--- config.mk ---
export PLATFORM = sky130hd
export DESIGN_NAME = encoder_8to3
export DESIGN_NICKNAME = d
export VERILOG_FILES = /design/src/rtl/encoder_8to3.sv
export SDC_FILE = /design/constraint.sdc
export NUM_CORES = 1
export LEC_CHECK = 0
export CAP_MARGIN = 20
export CELL_PAD_IN_SITES_DETAIL_PLACEMENT = 1
export CELL_PAD_IN_SITES_GLOBAL_PLACEMENT = 1
export CORE_AREA = 2 2 39 41
export CTS_BUF_LIST = sky130_fd_sc_hd__clkbuf_4 sky130_fd_sc_hd__clkbuf_8
export DETAILED_ROUTE_END_ITERATION = 10
export DIE_AREA = 0 0 41 43
export PLACE_DENSITY = 0.62
export SLEW_MARGIN = 30
export SYNTH_ARGS = -nofsm -noshare
export SYNTH_HDL_FRONTEND = slang
export SYNTH_SLANG_ARGS = --single-unit
--- constraint.sdc ---
create_clock -name clk -period 0.8 [get_ports clk]
set_input_delay 0.2 -clock clk [delete_from_list [all_inputs] [get_ports clk]]
set_output_delay 0.2 -clock clk [all_outputs]
set_load 0.05 [all_outputs]
--- src/rtl/encoder_8to3.sv ---
// rtl/encoder_8to3.sv - registered 8-to-3 highest-priority encoder with valid and multi-hot flags
// Optional feature macro: ENC_ONEHOT_CHECK_EN (multi-hot detection plus simulation check).
module encoder_8to3 #(
    parameter int IN_W  = 8,
    parameter int OUT_W = $clog2(IN_W)
) (
    input  logic             clk,
    input  logic             rst_n,
    input  logic [IN_W-1:0]  in,
    output logic [OUT_W-1:0] out,
    output logic             valid,
    output logic             multi_hot
);

    // The encoding table below is only meaningful for an 8-bit input.
    generate
        if (IN_W != 8 || OUT_W != 3) begin : g_bad_width
            $error("encoder_8to3: IN_W must be 8 and OUT_W must be 3");
        end
    endgenerate

    logic [OUT_W-1:0] idx_next;
    logic             valid_next;

    // Ascending scan so the highest set bit is the last one to write idx_next.
    always_comb begin
        idx_next = '0;
        for (int i = 0; i < IN_W; i++) begin
            if (in[i]) begin
                idx_next = OUT_W'(i);
            end
        end
    end

    assign valid_next = |in;

    always_ff @(posedge clk or negedge rst_n) begin
        if (!rst_n) begin
            out   <= '0;
            valid <= 1'b0;
        end else begin
            out   <= idx_next;
            valid <= valid_next;
        end
    end

`ifdef ENC_ONEHOT_CHECK_EN
    logic multi_next;

    // Clearing the lowest set bit leaves something only when two or more bits were set.
    assign multi_next = |(in & (in - IN_W'(1)));

    always_ff @(posedge clk or negedge rst_n) begin
        if (!rst_n) begin
            multi_hot <= 1'b0;
        end else begin
            multi_hot <= multi_next;
        end
    end

`ifndef SYNTHESIS
    always_ff @(posedge clk) begin
        if (rst_n) begin
            assert (!(multi_hot && valid))
            else $error("encoder_8to3: multi-hot input encoded, out=%0d", out);
        end
    end
`endif
`else
    assign multi_hot = 1'b0;
`endif

endmodule

# Word level (Yosys, flattened, before mapping)

Index checks and enable logic that the tools add are counted.

Register bits: 4
Output and inout bits: 5

Mux-type cells: 7
Reduce and logical (&&, ||, !) cells: 1

Operator list:

| operator           | count |
|---|---|
| two-way mux 3 bit  | 5 |
| OR reduction 8 bit | 1 |
| two-way mux 2 bit  | 1 |
| two-way mux 1 bit  | 1 |

# Logic depth before layout (Yosys ltp)

Word-level depth: 7
Gate-level depth with buffers: 3
Mapped depth without buffers: 3

# Worst setup path before layout

OpenSTA, ideal clock, no wires.

Path type: reg2out
Start point: register out[0]
End point: output out[0]
Data arrival time: 0.586 ns
Required time: 0.600 ns
Path slack: 0.014 ns
Stages on the path, launching flop included: 1
Buffers on the path: 0
Cell sequence: dfrtp_1

RTL lines:

| item                   | RTL line | RTL |
|---|---|---|
| from (decl)            | 10       | `output logic [OUT_W-1:0] out,` |
| from (signal assigned) | 42       | `out <= idx_next;` |

No word-level cell between the ends.

# Worst setup path after layout

Start point: register valid
End point: output valid

RTL lines:

| item                   | RTL line | RTL |
|---|---|---|
| from (decl)            | 11       | `output logic valid,` |
| from (signal assigned) | 43       | `valid <= valid_next;` |

No word-level cell between the ends.

==> impl_metrics.csv <==
group,metric,value,unit
detailed_routing,detail-route-antenna-nets,0,
synthesis,area_fraction_in_compound_gates_after_synthesis,0.190,
detailed_routing,drc_violation_count_after_routing,0,
synthesis,synth_cells,18,
synthesis,simple_gate_area_share_of_the_yosys_netlist,0.141,
grt,grt.met3_usage,0.0471,
grt,globalRoute.totalOverflow,0,
layout,final-instance-count-excl-fill,49,
timing,final.period_utilization,1.22,
worst_setup_path,path_cells,"buf_12",
worst_setup_path,cpLargestDelayFamily,"flip-flops",
timing,slew_violations,0,
cts,post_cts.repair.setup_buffers,0,
grt,number_of_antenna_violations_at_the_first_check_in_global_routing,0,
worst_setup_path,critical-path-max-stage-delay,0.39,ns
placement,placement.io_buffers,13,
cts,clock_slew_at_reported_path_ffs,0.04,ns
synthesis,combinational_family_with_the_most_area_after_synthesis,"compound AO/OA/AOI/OAI gates",
detailed_routing,detail_route.vias_per_cell,3.76,
worst_setup_path,end_kind,"output pin",
cts,h-tree-depth,1,
grt,grt_pass1_wl,738,um
synthesis,synth_flop_cell,"sky130_fd_sc_hd__dfrtp_1",
die,die-area,0.00176,sq mm
synthesis,netlist_top_cells_area,"sky130_fd_sc_hd__dfrtp_1 56%, sky130_fd_sc_hd__nor2_1 8.5%, sky130_fd_sc_hd__o31ai_2 7.0%",
grt,grt_use_met1,0.0742,
synthesis,postSynthNetCount,28,
synthesis,synth_enable_flop_cells,0,
power,combinationalPowerShare,0.235,
power,total_internal_power,447,uW
layout,final_layout_size_suffix_gt1_frac,0.394,
power,net-switching-power,160,uW
detailed_routing,detail_route.iter0.violations,0,
timing,final-hold-violation-count,0,
grt,grt_max_degree,5,
synthesis,synth_xor_xnor_area_share,0,
timing,fmax,1030,MHz
detailed_routing,vias,184,
synthesis,synth_largest_area_cell,"sky130_fd_sc_hd__dfrtp_1",
power,clkPwrFrac,0.406,
die,initial_utilization,0.128,
worst_setup_path,worst-endpoint-arrival,0.77,ns
synthesis,synthDistinctLibCells,12,
die,num_rows,14,
power,worst_vdd_ir,0.000435,V
synthesis,yosys.area_share.adder,0,
layout,area.growth.synth_to_final,118,%
cts,cts_tree,"built",
timing,unrepaired_setup_endpoints_after_global_routing,"true",
die,chipWidth,41,um
detailed_routing,route.final.wire_length,428,um
synthesis,yosys_warnings,0,
synthesis,synth_common_cells,"4 x sky130_fd_sc_hd__dfrtp_1, 4 x sky130_fd_sc_hd__nor2_1",
synthesis,synth_top_area_share,0.563,
grt,globalRoute.busiestLayer,"met2",
hold_path,hold_path.class,"in2async",
power,sequentialPowerShare,0.358,
die,placeableCoreArea,0.00138,sq mm
power,power_leakage,0.000175,uW
grt,grt_pass1_vias,198,
synthesis,synth_sequential_area_ratio,0.563,
detailed_routing,routed_wire_length_per_instance,8.73,um
cts,num_cts_buffers,3,
grt,groute.layer.met2.usage,0.0813,
cts,cts_root_buf,"sky130_fd_sc_hd__clkbuf_4",
die,height_of_the_die,43,um
run,maxCapViolations,0,
synthesis,postSynth.asyncResetShare,1.00,
worst_setup_path,crit_path_top_delay_cell,"sky130_fd_sc_hd__dfrtp_1",
grt,grtUsageTotal,0.0704,
worst_setup_path,timing.critical_path.from_type,"register",
cts,tritoncts_num_sinks,4,
timing,setup_ws,-0.172,ns
synthesis,yosys_register_bits,4,
synthesis,syn_avg_cell_area,9.87,sq um
placement,placedCellCount,46,
power,pwr_density_cell,1570,mW/mm^2
outcome,run_status,"complete, but fails checks",
die,ios,15,
placement,place.gp.congestion,0.657,
worst_setup_path,critPathMaxFanout,1,
timing,min_period,0.972,ns
worst_setup_path,crit_type,"reg2out",
worst_setup_path,timing.critical_path.buf_inv,1,
synthesis,share_of_cell_area_taken_by_muxes_after_synthesis,0,
outcome,violations_in_the_final_reports,"setup timing",
timing,setup_viol,4,
timing,hold_slack,0.161,ns
synthesis,syn-cell-area,178,sq um
layout,fin_nets,45,
power,power.share.switching,0.264,
cts,clock_tree.buffer_depth,2,
layout,antennaDiodeCount,0,
worst_setup_path,cp_data_required_time,0.60,ns
detailed_routing,drt_pre_antenna_iters,1,
path summary, 6_finish.rpt:
| path | cells after the start | end | slack, ns | start |
|---|---|---|---|---|
| min | 1 | out[0] | 0.16 | rst_n |
| max | 1 | valid | -0.17 | valid |
| max in group asynchronous | 1 | out[2] | 0.48 | rst_n |
| min in group clk | 3 | valid | 0.27 | in[1] |
through the flow:
step / TNS (ns) / setup WS, ns / total power [uW] / cell area [sq um] / utilization
2_1_floorplan: 0 / 0.0141 / 277 / 178 / -
3_3_place_gp: -1.19 / -0.312 / 369 / 360 / 0.260
3_5_place_dp: -1.24 / -0.335 / 370 / 360 / 0.260
4_1_cts: -0.727 / -0.185 / 618 / 380 / 0.275
5_1_grt: -0.781 / -0.200 / 652 / 387 / 0.279
6_report: -0.681 / -0.172 / 607 / 387 / 0.279
cell usage in the layout, fill, tap and decap left out, drive strengths merged:
cell type	count
conb	1
dlymetal6s2s	1
nand2	1
a21oi	2
clkbuf	3
buf	4
inv	2
dlygate4sd2	6
dfrtp	4
clkdlybuf4s50	2
o31ai	2
nand4	1
nor2	4
state kept, by name (all words and copies together) (netlist names):
| register | flops |
|---|---|
| out | 3 |
| valid | 1 |
layer usage:
| layer | vias to the layer above | wire [um] |
|---|---|---|
| li1 | 88 | - |
| met1 | 81 | 167 |
| met5 | - | 0 |
| met4 | 0 | 0 |
| met2 | 15 | 199 |
| met3 | 0 | 61 |
layout make-up:
type	count	area [sq um]
clock buffer	3	22.5
fill	156	997
inverter	2	7.51
multi-input combinational	11	71.3
sequential	4	100
tap	16	20.0
timing repair buffer	13	165
kinds of logic (layout without fill, tap and decap cells):
| logic type | count (synthesis) | after routing |
|---|---|---|
| buffers and inverters | 3 | 18 |
| DFF | 4 | 4 |
| other | 1 | 1 |
| AOI/OAI and AO/OA | 4 | 4 |
| and+or+nand+nor | 6 | 6 |
timing repair:
item / CTS / global route
resized for setup: 8 / 2
endpoints found under the setup margin: 8 / 5
pin swaps: 2 / 1
hold buffers: 0 / 0
cloned: 0 / 0
power by group through the flow:
stage | clock network, uW | logic, uW | registers (uW)
finish | 247 | 143 | 218
global route | 282 | 153 | 218
CTS | 258 | 142 | 218
detailed placement | 0 | 149 | 220
global placement | 0 | 149 | 220
floorplan | 0 | 33.2 | 244
No activity file was read; power rests on OpenSTA's default activity.
